File: config.mk
export PLATFORM = sky130hd
export DESIGN_NAME = mystic_csr_exec
export DESIGN_NICKNAME = d
export VERILOG_FILES = /design/src/rtl/mystic_zicsr_pkg.sv /design/src/rtl/mystic_csr_alu.sv /design/src/rtl/mystic_csr_exec.sv
export SDC_FILE = /design/constraint.sdc
export NUM_CORES = 1
export LEC_CHECK = 0
export BUFFER_PORTS_ARGS = -buffer_cell sky130_fd_sc_hd__buf_2
export CAP_MARGIN = 20
export CORE_MARGIN = 1
export CORE_UTILIZATION = 40
export DETAILED_ROUTE_END_ITERATION = 12
export GPL_TIMING_DRIVEN = 0
export MAX_ROUTING_LAYER = met4
export PLACE_DENSITY = 0.63
export SLEW_MARGIN = 20
export SYNTH_ARGS = -nofsm -noshare
export SYNTH_HDL_FRONTEND = slang
export SYNTH_SLANG_ARGS = --single-unit
File: constraint.sdc
create_clock -name clk_i -period 2.06 [get_ports clk_i]
set_input_delay 0.206 -clock clk_i [delete_from_list [all_inputs] [get_ports clk_i]]
set_output_delay 0.206 -clock clk_i [all_outputs]
set_load 0.02 [all_outputs]
File: src/rtl/mystic_zicsr_pkg.sv
// Shared definitions for the Zicsr execution unit and the CSR storage block.
package mystic_zicsr_pkg;

  // Read latency of the storage block; also sets its pipeline depth.
  localparam int unsigned CSR_RD_LATENCY = 4;

  localparam logic [2:0] F3_CSRRW  = 3'b001;
  localparam logic [2:0] F3_CSRRS  = 3'b010;
  localparam logic [2:0] F3_CSRRC  = 3'b011;
  localparam logic [2:0] F3_CSRRWI = 3'b101;
  localparam logic [2:0] F3_CSRRSI = 3'b110;
  localparam logic [2:0] F3_CSRRCI = 3'b111;

  typedef enum logic [1:0] {
    ST_IDLE    = 2'd0,
    ST_RD_WAIT = 2'd1,
    ST_DONE    = 2'd2
  } exec_state_e;

  // The immediate forms all have funct3[2] set.
  function automatic logic is_imm_variant(input logic [2:0] funct3);
    return funct3[2];
  endfunction

endpackage

File: src/rtl/mystic_csr_alu.sv
// Combinational read-modify-write datapath: new CSR value, write intent and
// legality for one Zicsr instruction.
module mystic_csr_alu
  import mystic_zicsr_pkg::*;
#(
  parameter int unsigned XLEN = 64
) (
  input  logic [2:0]      funct3_i,
  input  logic [11:0]     csr_addr_i,
  input  logic [4:0]      rs1_idx_i,
  input  logic [XLEN-1:0] operand_i,
  input  logic [XLEN-1:0] old_i,
  output logic [XLEN-1:0] new_o,
  output logic            wr_o,
  output logic            illegal_o
);

  logic bad_funct3;

  always_comb begin
    new_o      = operand_i;
    wr_o       = 1'b0;
    bad_funct3 = 1'b0;
    case (funct3_i)
      F3_CSRRW, F3_CSRRWI: begin
        new_o = operand_i;
        wr_o  = 1'b1;
      end
      F3_CSRRS, F3_CSRRSI: begin
        new_o = old_i | operand_i;
        wr_o  = (rs1_idx_i != 5'd0);
      end
      F3_CSRRC, F3_CSRRCI: begin
        new_o = old_i & ~operand_i;
        wr_o  = (rs1_idx_i != 5'd0);
      end
      default: bad_funct3 = 1'b1;
    endcase
  end

  // addr[11:10] == 2'b11 marks a read-only CSR; only a write makes it illegal.
  assign illegal_o = bad_funct3 | (wr_o & (csr_addr_i[11:10] == 2'b11));

endmodule

File: src/rtl/mystic_csr_exec.sv
// Zicsr execution unit: issues a read to CSR storage, waits out its fixed
// latency, then writes back the modified value and returns the old one.
module mystic_csr_exec #(
  parameter int unsigned CSR_RD_LATENCY = mystic_zicsr_pkg::CSR_RD_LATENCY,
  parameter int unsigned XLEN           = 64
) (
  input  logic            clk_i,
  input  logic            rstn_i,
  input  logic            core_disable_n,
  input  logic            start_i,
  input  logic [2:0]      funct3_i,
  input  logic [11:0]     csr_addr_i,
  input  logic [4:0]      rs1_idx_i,
  input  logic [XLEN-1:0] rs1_data_i,
  output logic            busy_o,
  output logic            done_o,
  output logic [XLEN-1:0] rd_data_o,
  output logic            illegal_o,
  output logic            zicsr_we_o,
  output logic [11:0]     zicsr_addr_o,
  output logic [XLEN-1:0] zicsr_din_o,
  input  logic [XLEN-1:0] zicsr_dout_i
);
  import mystic_zicsr_pkg::*;

  localparam int unsigned CW = (CSR_RD_LATENCY < 1) ? 1 : $clog2(CSR_RD_LATENCY + 1);
  localparam logic [CW-1:0] CNT_LOAD = CW'(CSR_RD_LATENCY);

  exec_state_e     state_q, state_d;
  logic [CW-1:0]   cnt_q, cnt_d;
  logic [2:0]      funct3_q, funct3_d;
  logic [11:0]     addr_q, addr_d;
  logic [4:0]      rs1_idx_q, rs1_idx_d;
  logic [XLEN-1:0] rs1_data_q, rs1_data_d;
  logic [XLEN-1:0] old_q, old_d;
  logic            busy_q, busy_d;
  logic            done_q, done_d;
  logic            illegal_q, illegal_d;
  logic            we_q, we_d;
  logic [11:0]     zaddr_q, zaddr_d;
  logic [XLEN-1:0] din_q, din_d;

  logic            in_idle;
  logic [2:0]      sel_funct3;
  logic [11:0]     sel_addr;
  logic [4:0]      sel_idx;
  logic [XLEN-1:0] sel_data;
  logic [XLEN-1:0] sel_operand;
  logic [XLEN-1:0] alu_new;
  logic            alu_wr;
  logic            alu_illegal;

  // In IDLE the ALU judges the incoming instruction; afterwards the latched one.
  assign in_idle     = (state_q == ST_IDLE);
  assign sel_funct3  = in_idle ? funct3_i   : funct3_q;
  assign sel_addr    = in_idle ? csr_addr_i : addr_q;
  assign sel_idx     = in_idle ? rs1_idx_i  : rs1_idx_q;
  assign sel_data    = in_idle ? rs1_data_i : rs1_data_q;
  assign sel_operand = is_imm_variant(sel_funct3) ? {{(XLEN-5){1'b0}}, sel_idx} : sel_data;

  mystic_csr_alu #(
    .XLEN (XLEN)
  ) u_alu (
    .funct3_i   (sel_funct3),
    .csr_addr_i (sel_addr),
    .rs1_idx_i  (sel_idx),
    .operand_i  (sel_operand),
    .old_i      (zicsr_dout_i),
    .new_o      (alu_new),
    .wr_o       (alu_wr),
    .illegal_o  (alu_illegal)
  );

  always_comb begin
    state_d    = state_q;
    cnt_d      = cnt_q;
    funct3_d   = funct3_q;
    addr_d     = addr_q;
    rs1_idx_d  = rs1_idx_q;
    rs1_data_d = rs1_data_q;
    old_d      = old_q;
    busy_d     = busy_q;
    done_d     = 1'b0;
    illegal_d  = 1'b0;
    we_d       = 1'b0;
    zaddr_d    = zaddr_q;
    din_d      = '0;

    case (state_q)
      ST_IDLE: begin
        busy_d  = 1'b0;
        zaddr_d = '0;
        cnt_d   = '0;
        if (start_i) begin
          funct3_d   = funct3_i;
          addr_d     = csr_addr_i;
          rs1_idx_d  = rs1_idx_i;
          rs1_data_d = rs1_data_i;
          busy_d     = 1'b1;
          if (alu_illegal) begin
            state_d   = ST_DONE;
            done_d    = 1'b1;
            illegal_d = 1'b1;
            old_d     = '0;
          end else begin
            state_d = ST_RD_WAIT;
            cnt_d   = CNT_LOAD;
            zaddr_d = csr_addr_i;
          end
        end
      end
      ST_RD_WAIT: begin
        if (cnt_q == '0) begin
          old_d   = zicsr_dout_i;
          done_d  = 1'b1;
          we_d    = alu_wr;
          din_d   = alu_new;
          state_d = ST_DONE;
        end else begin
          cnt_d = cnt_q - 1'b1;
        end
      end
      ST_DONE: begin
        state_d = ST_IDLE;
        busy_d  = 1'b0;
        zaddr_d = '0;
      end
      default: begin
        state_d = ST_IDLE;
        busy_d  = 1'b0;
        zaddr_d = '0;
        cnt_d   = '0;
      end
    endcase

    // Storage is being cleared: drop any operation without writing or completing.
    if (!core_disable_n) begin
      state_d   = ST_IDLE;
      cnt_d     = '0;
      busy_d    = 1'b0;
      done_d    = 1'b0;
      illegal_d = 1'b0;
      we_d      = 1'b0;
      zaddr_d   = '0;
      din_d     = '0;
    end
  end

  always_ff @(posedge clk_i or negedge rstn_i) begin
    if (!rstn_i) begin
      state_q    <= ST_IDLE;
      cnt_q      <= '0;
      funct3_q   <= '0;
      addr_q     <= '0;
      rs1_idx_q  <= '0;
      rs1_data_q <= '0;
      old_q      <= '0;
      busy_q     <= 1'b0;
      done_q     <= 1'b0;
      illegal_q  <= 1'b0;
      we_q       <= 1'b0;
      zaddr_q    <= '0;
      din_q      <= '0;
    end else begin
      state_q    <= state_d;
      cnt_q      <= cnt_d;
      funct3_q   <= funct3_d;
      addr_q     <= addr_d;
      rs1_idx_q  <= rs1_idx_d;
      rs1_data_q <= rs1_data_d;
      old_q      <= old_d;
      busy_q     <= busy_d;
      done_q     <= done_d;
      illegal_q  <= illegal_d;
      we_q       <= we_d;
      zaddr_q    <= zaddr_d;
      din_q      <= din_d;
    end
  end

  assign busy_o       = busy_q;
  assign done_o       = done_q;
  assign rd_data_o    = old_q;
  assign illegal_o    = illegal_q;
  assign zicsr_we_o   = we_q;
  assign zicsr_addr_o = zaddr_q;
  assign zicsr_din_o  = din_q;

endmodule

### Word-level counts from Yosys, hierarchy flattened

Index checks and enable logic that the tools add are counted.

| operators by class | value |
|---|---|
| bitwise gates (word level) | 5 |
| multiplexer cells | 42 |
| add/subtract/negate cells | 1 |
| reductions and logical operators | 13 |
| eq/ne operators | 17 |

Operators by type and width:

| operator | number |
|---|---|
| 2-to-1 mux 64 bit | 8 |
| one-hot mux 64 bit (2 select lines) | 2 |
| AND 64 bit | 1 |
| NOT 64 bit | 1 |
| OR 64 bit | 1 |
| 2-to-1 mux 12 bit | 4 |
| one-hot mux 12 bit (2 select lines) | 1 |
| 2-to-1 mux 3 bit | 5 |
| 2-to-1 mux 1 bit | 12 |
| == test 3 bit, second input constant | 3 |
| inequality test 3 bit, second input constant | 3 |
| one-hot mux 3 bit (3 select lines) | 1 |
| 2-to-1 mux 2 bit | 4 |
| inequality test 2 bit, second input constant | 4 |
| == test 3 x 2 -> 1 bit, second input constant | 2 |
| one-hot mux 1 bit (2 select lines) | 3 |
| AND reduction 2 bit | 3 |
| OR reduction 2 bit | 3 |
| OR reduction 6 bit | 1 |
| 2-to-1 mux 5 bit | 1 |
| nonzero test 5 bit | 1 |
| == test 2 bit, second input constant | 2 |
| one-hot mux 2 bit (2 select lines) | 1 |
| AND reduction 4 bit | 1 |
| 10 further kinds | 10 |

| storage, ports and cells | value |
|---|---|
| output and inout bits | 144 |
| bits in registers | 233 |
| bits of input ports | 152 |
| logic and storage cells | 91 |

### Longest topological paths before layout

Gate-level depths: netlist (run 1).

| logic depth | value |
|---|---|
| depth after elaboration | 11 |
| depth in mapped cells | 9 |
| gate-level depth less buffers | 6 |

### Cells and area by module

A second synthesis (run 1) with hierarchy kept.

| unflattened totals | value |
|---|---|
| cells, all modules | 957 |
| area total of the unflattened synthesis | 10520.1 µm² |

Modules (own cells, without submodules):

| module | area an instance (µm²) | cells an instance | times used |
|---|---|---|---|
| mystic_csr_exec | 9576.7 | 808 | 1 |
| mystic_csr_alu | 943.4 | 149 | 1 |

### Worst setup path before layout (run 1)

Ideal clock, no wire load.

| timing | value |
|---|---|
| path type | reg-to-reg |
| start | register rs1_idx_q[0] |
| end | register zaddr_q[2], in the netlist zicsr_addr_o[2] |
| stages on the path, launching flop included | 6 |
| setup time | 64 ps |
| period minus slack after synthesis | 1965 ps |
| path buffers | 1 |
| required time | 1996 ps |
| setup slack | 95 ps |
| arrival | 1901 ps |
| cell sequence | dfrtp_1 or4_1 or4b_4 a41oi_2 buf_6 a22o_2 |

| on the way | value |
|---|---|
| cells in the longest elaborated chain, start to end | 9 |

Ends and longest elaborated chain:

| what | line | RTL |
|---|---|---|
| from (decl) | mystic_csr_exec.sv:33 | `logic [4:0] rs1_idx_q, rs1_idx_d;` |
| from (signal assigned) | mystic_csr_exec.sv:169 | `rs1_idx_q <= rs1_idx_d;` |
| 2-to-1 mux 5 bit | mystic_csr_exec.sv:57 | `assign sel_idx = in_idle ? rs1_idx_i : rs1_idx_q;` |
| nonzero test 5 bit | mystic_csr_alu.sv:31, mystic_csr_alu.sv:35 |  |
| one-hot mux 1 bit (2 select lines) | mystic_csr_alu.sv:24 | `case (funct3_i)` |
| AND 1 bit | mystic_csr_alu.sv:42 | `assign illegal_o = bad_funct3 \| (wr_o & (csr_addr_i[11:10] == 2'b11));` |
| OR 1 bit | mystic_csr_alu.sv:42 |  |
| 2-to-1 mux 12 bit | mystic_csr_exec.sv:100 | `if (alu_illegal) begin` |
| 2-to-1 mux 12 bit | mystic_csr_exec.sv:94 | `if (start_i) begin` |
| one-hot mux 12 bit (2 select lines) | mystic_csr_exec.sv:89 | `case (state_q)` |
| 2-to-1 mux 12 bit | mystic_csr_exec.sv:137 | `if (!core_disable_n) begin` |
| to (signal assigned) | mystic_csr_exec.sv:176 | `zaddr_q <= zaddr_d;` |
| to (decl) | mystic_csr_exec.sv:40 | `logic [11:0] zaddr_q, zaddr_d;` |

No other way between the ends.
A chain may end at the register's enable or synchronous reset.

### Worst setup path after layout (run 1)

| timing | value |
|---|---|
| start | register state_q[1] |
| end | register din_q[57], in the netlist zicsr_din_o[57] |

| on the way | value |
|---|---|
| cells in the longest elaborated chain, start to end | 9 |

Ends and longest elaborated chain:

| what | line | RTL |
|---|---|---|
| from (decl) | mystic_csr_exec.sv:29 | `exec_state_e state_q, state_d;` |
| from (signal assigned) | mystic_csr_exec.sv:165 | `state_q <= state_d;` |
| logical NOT 2 bit | mystic_csr_exec.sv:54 | `assign in_idle = (state_q == ST_IDLE);` |
| 2-to-1 mux 64 bit or 2-to-1 mux 3 bit (tied branches) | mystic_csr_exec.sv:58, mystic_csr_exec.sv:55 |  |
| 2-to-1 mux 64 bit | mystic_csr_exec.sv:59 | `assign sel_operand = is_imm_variant(sel_funct3) ? {{(XLEN-5){1'b0}}, sel_idx} : sel_data;` |
| NOT 64 bit | mystic_csr_alu.sv:34 | `new_o = old_i & ~operand_i;` |
| AND 64 bit | mystic_csr_alu.sv:34 |  |
| one-hot mux 64 bit (2 select lines) | mystic_csr_alu.sv:24 |  |
| 2-to-1 mux 64 bit | mystic_csr_exec.sv:113 | `if (cnt_q == '0) begin` |
| 2-to-1 mux 64 bit (*) | mystic_csr_exec.sv:89 |  |
| 2-to-1 mux 64 bit (*) | mystic_csr_exec.sv:137 |  |
| named net din_d[57] | mystic_csr_exec.sv:41 | `logic [XLEN-1:0] din_q, din_d;` |
| to (signal assigned) | mystic_csr_exec.sv:177 | `din_q <= din_d;` |
| to (decl) | mystic_csr_exec.sv:41 |  |

The timed path passes the listed nets; every way through them passes the cells marked *.

==> flow_summary.toml, run 1 <==
[outcome]
status = "finished, violations left"
violations = "setup timing"

[cells_and_area]
final_common_cell = "buf_2"
layout_common_cells = "buf_2 (309), dfrtp_1 (221), dlygate4sd3_1 (145)"
antenna_cells = 0
layout-drive-gt1-share_pct = 37.4
fill_cells = 2036
final_nets = 1525
area_delta_synth_final_pct = 47.1
instances_no_fill = 1708

[setup_path]
required_ns = 2.44
rrSetupSlack_ns = -0.02
r2r_cells = 7
cp-start-kind = "register"
critPathMaxFanout = 8
arrival_ns = 2.47
cp-startpoint = "state_q[1]"
regToRegStartpoint = "state_q[1]"
crit_path_end_kind = "register"
path_class = "reg -> reg"

[synthesis]
muxShareOfSynthArea_pct = 16.7
synth_nets = 1047
synth_seq_cells = 221
synth_cells = 893
synth_cell_types = 38
syn_area_per_cell_um2 = 11.1
yosysSeqAreaShare_pct = 55.8
synth.cell_area_mm2 = 0.00990
yosys.area.top_type = "dfrtp_1"
synth_xor_xnor_area_share_pct = 0
synthAdderAreaFrac_pct = 0.253
synth_top_area_share_pct = 55.8
synth_top_family_by_area = "multiplexers"
yosys.area_share.simple_pct = 10.8
yosysWarnings = 0
synth-compound-area-share_pct = 13.1
synthTopCellsByArea = "dfrtp_1 (56%), mux2_2 (8.9%), mux2i_1 (7.8%)"

[timing]
finalCritPeriodShare_pct = 101
finalCriticalPeriod_ns = 2.08
setup_slack_ns = -0.0243
finalMaxSlewViolations = 0
rsz0062_at_grt = "yes"
setup_viol = 1
clock.fmax_mhz = 480
worstMarginPinSlew_ns = 0.665
finalSetupTns_ns = -0.0243
relSlewSlack_pct = 55.7
skew_ns = 0.0105
finalHoldViolCount = 0

[global_routing]
grt_pass1_vias = 9233
antenna_found_initial = 0
grt_pass1_wl_mm = 50.9
grt_max_degree = 94
grt_overflow = 0
grt_usage_pct = 26.2

[clocking]
cts-buffers-inserted = 25
cts.clk_slew.worst_paths_ns = 0.06
clk_path_buf_depth = 3
cts_max_level = 1
root_buffer = "clkbuf_16"
insertion_delay_ns = 0.51
clkSinkCount = 221
cts_tree = "built"

[flow_run]
drv_cap = 0

[routing]
dr.pass1.iters = 5
routedWlPerCell_um = 19.1
ant_nets = 0
drc = 0
viasPerCell = 5.26
drt-initial-drc-count = 635
vias = 8977
wl_mm = 32.6

[power_and_ir_drop]
power_switching_mw = 3.74
comb_power_share_pct = 24.9
internal_power_mw = 8.73
pwr_density_cell_mw_per_mm2 = 857
vdd_drop_max_mv = 0.583
power.leakage_nw = 7.20
clkPwrFrac_pct = 33.6
p_sw_share_pct = 30.0
sequentialPowerShare_pct = 41.4

[die]
design.die.area_mm2 = 0.0254
num_io_pins = 296
die_h_um = 159
core_mm2 = 0.0243
start_util_pct = 40.7
die_w_um = 159
rows = 57

[placed_design]
place_hpwl_mm = 21.3
dp_cells = 1513
port_buffers = 294
gp_congestion = 0.821

[worst_hold_path]
whs_path_depth = 3
hold_path.startpoint = "start_i"
hp-class = "in -> reg"
## logic make-up (layout without fill, tap and decap cells)
kind of cell	count (synthesis)	in the layout
AND/OR/NAND/NOR	224	224
flip-flops	221	221
AO/OA/AOI/OAI	212	212
multiplexers	155	156
buffers and inverters	79	569
adder cells (fa/ha/maj)	2	2
## worst max-delay path, cell delays in order (launching register included)
cell and delay (ns):
dfrtp_1 0.37, buf_6 0.14, nor2_4 0.30, mux2_4 0.44
buf_8 0.19, buf_8 0.13, o211ai_1 0.29, a21oi_4 0.09
## cell usage after synthesis (all sizes together)
cell type / instances
a2111oi: 1
a21boi: 2
a21o: 2
a21oi: 60
a22o: 10
a32o: 2
a41oi: 1
and2: 3
and3b: 1
and4b: 1
buf: 27
clkbuf: 49
dfrtp: 221
ha: 2
inv: 3
mux2: 78
mux2i: 77
nand2: 134
nand2b: 1
nand3: 3
nand3b: 1
nand4b: 1
nor2: 8
nor2b: 3
nor3: 1
nor3b: 3
nor4: 1
o211ai: 59
o21a: 3
o21ai: 72
or2: 1
or3: 60
or4: 1
or4b: 1
## registers in the layout (all words and copies together) (netlist names)
signal,flops
state_q,2
rs1_data_q,64
rd_data_o,64
funct3_q,3
zicsr_din_o,64
illegal_o,1
busy_o,1
rs1_idx_q,5
zicsr_addr_o,12
cnt_q,3
done_o,1
zicsr_we_o,1
## repair_timing
item | in CTS | in global routing
pin swaps | 5 | 11
endpoints found under the setup margin | 200 | 180
resized for setup | 83 | 82
hold buffers | 145 | 0
cloned | 1 | 3
hold endpoints to repair | 239 | 0
setup buffers | 5 | 5
## layer usage
metal | vias up | part of all wire (%) | global-route usage, % | wire length [um]
li1 | 4146 | - | - | -
met1 | 4463 | 43 | 33.7 | 14100
met2 | 309 | 49 | 42.7 | 15900
met3 | 59 | 5.1 | 3.99 | 1680
met4 | 0 | 2.9 | 8.26 | 944
met5 | - | 0 | - | 0
## layout make-up
cell class | count | area [um2] | area share (%)
inverters | 3 | 11.3 | 0.0773
plain buffers | 72 | 508 | 3.49
flip-flops and latches | 221 | 5530 | 38.0
repair buffers | 454 | 3140 | 21.6
clock buffers | 35 | 703 | 4.83
well taps | 324 | 405 | 2.78
multi-input cells | 594 | 4220 | 28.9
clock inverters | 5 | 52.6 | 0.361
## worst paths after layout
path	to
hold / removal	busy_o
hold reg to reg	zicsr_addr_o[5]
max in group asynchronous	zicsr_din_o[44]
setup / recovery	zicsr_din_o[57]
setup reg to reg	zicsr_din_o[57]
min in group asynchronous	zicsr_addr_o[5]
## metrics by stage
step           power (mW)  area [um2]  util, %  hold slack, ns  setup WS [ns]
2_1_floorplan        6.81        9900        -         -0.0896         0.0951
3_3_place_gp         7.79       11800     48.4           0.427          -3.25
3_5_place_dp         7.87       11800     48.7           0.123         -0.696
4_1_cts              12.4       14300     58.9         0.00459        -0.0256
5_1_grt              13.1       14600     59.9          0.0337        -0.0713
6_report             12.5       14600     59.9          0.0317        -0.0243
## power groups by stage
| stage | clock network (mW) | logic [mW] | registers, mW |
|---|---|---|---|
| 3_5_place_dp | 0 | 2.65 | 5.22 |
| 6_report | 4.19 | 3.11 | 5.17 |
| 4_1_cts | 4.29 | 3.00 | 5.16 |
| 2_1_floorplan | 0 | 1.28 | 5.54 |
| 5_1_grt | 4.46 | 3.37 | 5.23 |
| 3_3_place_gp | 0 | 2.58 | 5.20 |
Note: power is estimated with default switching activity, not from simulation.
==> inputs of run 2 (changes only) <==
- PLACE_DENSITY: 0.63 -> unset
- PLACE_DENSITY_LB_ADDON: unset -> 0.15
==> run 2 against run 1 <==
The flow still finishes with violations (setup timing). Via count is 1.5% lower. Core utilization is 1.8 points higher. Flip-flop and latch count stayed put. Highest routed layer unchanged.
==> flow_summary.toml, run 2 (synthesis gave the netlist of run 1 again) <==
[setup_path]
critPathMaxFanout = 7
required_ns = 2.43
crit_path_end_kind = "register"
cp-start-kind = "register"
critPathMaxStageDelay_ns = 0.40
crit_chain = "buf_6, nor2_4, buf_6, mux2_4, buf_12, clkbuf_16, o211ai_1, a21oi_2"
arrival_ns = 2.43
cpMaxStageDelayCell = "mux2_4"
crit_buf_inv = 4
cp-startpoint = "state_q[1]"
crit_top_cell = "buf_6"
path_delay_family = "buffers and inverters"
regToRegStartpoint = "state_q[1]"
path_class = "reg -> reg"

[power_and_ir_drop]
internal_power_mw = 9.27
clkPwrFrac_pct = 35.6
vdd_drop_max_mv = 0.502
power.leakage_nw = 7.42
power_switching_mw = 3.84
p_sw_share_pct = 29.3
comb_power_share_pct = 25.0
pwr_density_cell_mw_per_mm2 = 874
sequentialPowerShare_pct = 39.4

[outcome]
violations = "setup timing"
status = "finished, violations left"

[placed_design]
gp_congestion = 0.792
placed_cell_area_mm2 = 0.0118
port_buffers = 294
place_hpwl_mm = 21.2

[worst_hold_path]
hold_path.startpoint = "csr_addr_i[10]"
hp-class = "in -> reg"

[timing]
relSlewSlack_pct = 54.6
finalMaxSlewViolations = 0
skew_ns = 0.0101
rsz0062_at_grt = "yes"
worstMarginPinSlew_ns = 0.681
clock.fmax_mhz = 485
setup_slack_ns = -0.000466
finalCritPeriodShare_pct = 100
finalCriticalPeriod_ns = 2.06
setup_viol = 1
hold_slack_ns = 0.0187
finalHoldViolCount = 0

[cells_and_area]
fin_util_pct = 61.7
fin_area_mm2 = 0.0150
final_common_cell = "buf_2"
layout_common_cells = "buf_2 (302), dfrtp_1 (221), dlygate4sd3_1 (146)"
fill_cells = 2072
area_delta_synth_final_pct = 51.5
final_nets = 1540
antenna_cells = 0
layout-drive-gt1-share_pct = 39.9

[die]
start_util_pct = 40.7
design.die.area_mm2 = 0.0254
die_h_um = 159
num_io_pins = 296
core_mm2 = 0.0243
rows = 57
die_w_um = 159

[routing]
wl_mm = 32.8
dr.pass1.iters = 4
vias = 8842
drt-initial-drc-count = 394
viasPerCell = 5.12
drc = 0
ant_nets = 0
routedWlPerCell_um = 19.0

[global_routing]
grt_pass1_vias = 9133
grt_pass1_wl_mm = 50.6
grt_max_degree = 87
grt_usage_pct = 26.3
grt_overflow = 0
antenna_found_initial = 0

[clocking]
clk_path_buf_depth = 3
clkSinkCount = 221
cts-buffers-inserted = 25
root_buffer = "clkbuf_16"
cts.clk_slew.worst_paths_ns = 0.06
cts_max_level = 1
cts_tree = "built"
insertion_delay_ns = 0.52

[flow_run]
drv_cap = 0
run 2: cell types whose count changed in the layout (fill, tap and decap cells not counted), moves of 4 or more:
cell / delta
a21oi_1: -8
a21oi_2: +8
buf_12: +4
buf_2: -7
buf_4: +5
clkbuf_1: -6
clkbuf_2: +9
or3_1: -8
or3_4: +8
run 2: what timing repair did:
action	4_1_cts	5_1_grt
hold buffers	146	0
buffers inserted	9	11
resized for setup	90	106
cloned	1	8
pin swaps	4	33
setup endpoints to repair	200	193
endpoints found under the hold margin	253	0
run 2: worst paths after layout:
check                              endpoint  slack, ns  depth (start not counted)
max                         zicsr_din_o[60]    -0.0005                          8
min                        zicsr_addr_o[10]       0.02                          2
max reg2reg                 zicsr_din_o[60]    -0.0005                          8
min reg2reg                zicsr_addr_o[10]       0.48                          1
max in group asynchronous   zicsr_din_o[43]       1.07                          3
min in group asynchronous   zicsr_addr_o[7]       0.20                          2
run 2: through the flow:
stage          power [mW]  worst slack, ns    TNS, ns  instances
2_1_floorplan        6.81           0.0951          0        893
3_3_place_gp         7.80            -3.33    -814.17       1511
3_5_place_dp         7.87           -0.704     -77.04       1513
5_1_grt              13.7          -0.0854     -0.549       1727
4_1_cts              13.0          -0.0298     -0.101       1710
6_report             13.1        -0.000466  -0.000466       1727
run 2: area by class of cell:
| cell class | instances | area, um2 | share of cell area [%] |
|---|---|---|---|
| timing repair buffer | 469 | 3340 | 22.2 |
| clock inverter | 11 | 160 | 1.07 |
| tap | 324 | 405 | 2.70 |
| buffer | 71 | 556 | 3.70 |
| clock buffer | 33 | 706 | 4.70 |
| sequential | 221 | 5530 | 36.9 |
| multi-input combinational | 595 | 4300 | 28.6 |
| inverter | 3 | 11.3 | 0.0751 |
run 2: power groups by stage:
stage / clock (mW) / sequential, mW / combinational [mW]
floorplan: 0 / 5.54 / 1.28
global placement: 0 / 5.20 / 2.60
detailed placement: 0 / 5.21 / 2.66
CTS: 4.78 / 5.14 / 3.05
global route: 4.95 / 5.22 / 3.54
finish: 4.67 / 5.16 / 3.28
run 2: metal layers:
layer / wire length (um) / share of wire [%] / GRT usage (%) / vias to the layer above
met4: 652 / 2.0 / 6.51 / 0
met2: 15900 / 49 / 43.2 / 243
met5: 0 / 0 / - / -
met3: 1760 / 5.4 / 4.85 / 57
li1: - / - / - / 4172
met1: 14500 / 44 / 33.6 / 4370
==> inputs of run 3 (changes only) <==
- SKIP_CTS_REPAIR_TIMING: unset -> 1
==> run 3 against run 2 <==
The run still ends with setup timing left. Clock skew grew 0.0023 ns. Non-clock buffer count shrank 9. Cell count shrank 0.58%. Setup slack lost 0.0047 ns. Largest power group unchanged. Highest routed layer unchanged.
==> flow_summary.toml, run 3 (synthesis gave the netlist of run 1 again) <==
[outcome]
violations = "setup timing"
status = "finished, violations left"

[timing]
finalCriticalPeriod_ns = 2.07
finalSetupTns_ns = -0.00513
worstMarginPinSlew_ns = 0.700
skew_ns = 0.0124
finalCritPeriodShare_pct = 100
finalHoldViolCount = 0
hold_slack_ns = 0.00933
finalMaxSlewViolations = 0
setup_slack_ns = -0.00513
setup_viol = 1
clock.fmax_mhz = 484
rsz0062_at_grt = "yes"
relSlewSlack_pct = 53.3

[die]
rows = 57
die_h_um = 159
start_util_pct = 40.7
core_mm2 = 0.0243
die_w_um = 159
design.die.area_mm2 = 0.0254
num_io_pins = 296

[power_and_ir_drop]
internal_power_mw = 9.16
power_switching_mw = 3.80
p_sw_share_pct = 29.4
pwr_density_cell_mw_per_mm2 = 880
vdd_drop_max_mv = 0.504
sequentialPowerShare_pct = 39.7
power.leakage_nw = 7.26
clkPwrFrac_pct = 36.2
comb_power_share_pct = 24.2

[setup_path]
arrival_ns = 2.50
r2r_cells = 7
crit_path_end_kind = "register"
rrSetupSlack_ns = -0.005
required_ns = 2.50
cp-startpoint = "state_q[0]"
path_class = "reg -> reg"
regToRegStartpoint = "state_q[0]"
critPathMaxFanout = 10
cp-start-kind = "register"
reg2reg_to = "zicsr_din_o[54]"

[routing]
drt-initial-drc-count = 337
dr.pass1.iters = 4
routedWlPerCell_um = 18.7
vias = 8723
wl_mm = 32.1
drc = 0
viasPerCell = 5.08
ant_nets = 0

[clocking]
cts.clk_slew.worst_paths_ns = 0.06
cts_max_level = 1
clkSinkCount = 221
root_buffer = "clkbuf_16"
clk_path_buf_depth = 3
insertion_delay_ns = 0.52
cts_tree = "built"
cts-buffers-inserted = 25

[global_routing]
grt_overflow = 0
grt_max_degree = 87
antenna_found_initial = 1
grt_usage_pct = 24.6
grt_pass1_vias = 8303
grt_pass1_wl_mm = 47.2

[worst_hold_path]
hold_path.startpoint = "funct3_i[1]"
whs_path_depth = 2
min_to = "funct3_q[1]"
hp-class = "in -> reg"

[cells_and_area]
layout-drive-gt1-share_pct = 39.7
fill_cells = 2085
final_nets = 1529
final_common_cell = "buf_2"
layout_common_cells = "buf_2 (311), dfrtp_1 (221), dlygate4sd3_1 (145)"
fin_util_pct = 60.5
area_delta_synth_final_pct = 48.7

[placed_design]
preCtsSetupSlack_ns = -0.704
gp_congestion = 0.792
place_hpwl_mm = 21.2
port_buffers = 294

[flow_run]
drv_cap = 0
==> run 3: metal layers <==
metal,vias up,part of all wire [%],global-route usage [%]
li1,4138,-,-
met1,4299,44,32.1
met2,240,49,39.0
met3,46,5.2,5.08
met4,0,1.5,6.38
met5,-,0,-
==> run 3: worst max path at each step <==
stage                                  to  slack, ns
after global placement    zicsr_din_o[40]      -3.33
final                     zicsr_din_o[54]     -0.005
after detailed placement       zicsr_we_o      -0.70
after global routing        rd_data_o[36]      -0.07
after floorplan           zicsr_addr_o[2]        0.1
after CTS                      zicsr_we_o      -0.75
==> run 3: stage by stage <==
step                      total power [mW]  std cells  area [um2]
after floorplan                       6.81        893        9900
after global routing                  13.6       1717       14700
after CTS                             12.6       1557       12700
after global placement                7.80       1511       11800
final                                 13.0       1717       14700
after detailed placement              7.87       1513       11800
==> run 3: area by class of cell <==
cell class	count	area, um2	share of cell area, %
Multi-Input combinational cell	593	4280	29.1
Clock inverter	11	160	1.09
Antenna cell	1	2.50	0.0170
Sequential cell	221	5530	37.6
Buffer	74	507	3.44
Tap cell	324	405	2.75
Timing Repair Buffer	457	3120	21.2
Clock buffer	33	706	4.79
Inverter	3	11.3	0.0765
==> run 3: power groups by stage <==
| stage | Sequential (mW) | Clock (mW) | Combinational, mW |
|---|---|---|---|
| floorplan | 5.54 | 0 | 1.28 |
| detailed placement | 5.21 | 0 | 2.66 |
| finish | 5.15 | 4.69 | 3.13 |
| global placement | 5.20 | 0 | 2.60 |
| global route | 5.21 | 4.96 | 3.39 |
| CTS | 5.14 | 4.78 | 2.66 |
==> run 3: worst max-delay path, cell delays in order, from the launching register on <==
cell	delay (ns)
dfrtp_1	0.37
buf_6	0.14
nor2_4	0.28
mux2_4	0.35
buf_12	0.16
buf_6	0.14
or3_4	0.36
a21oi_2	0.17
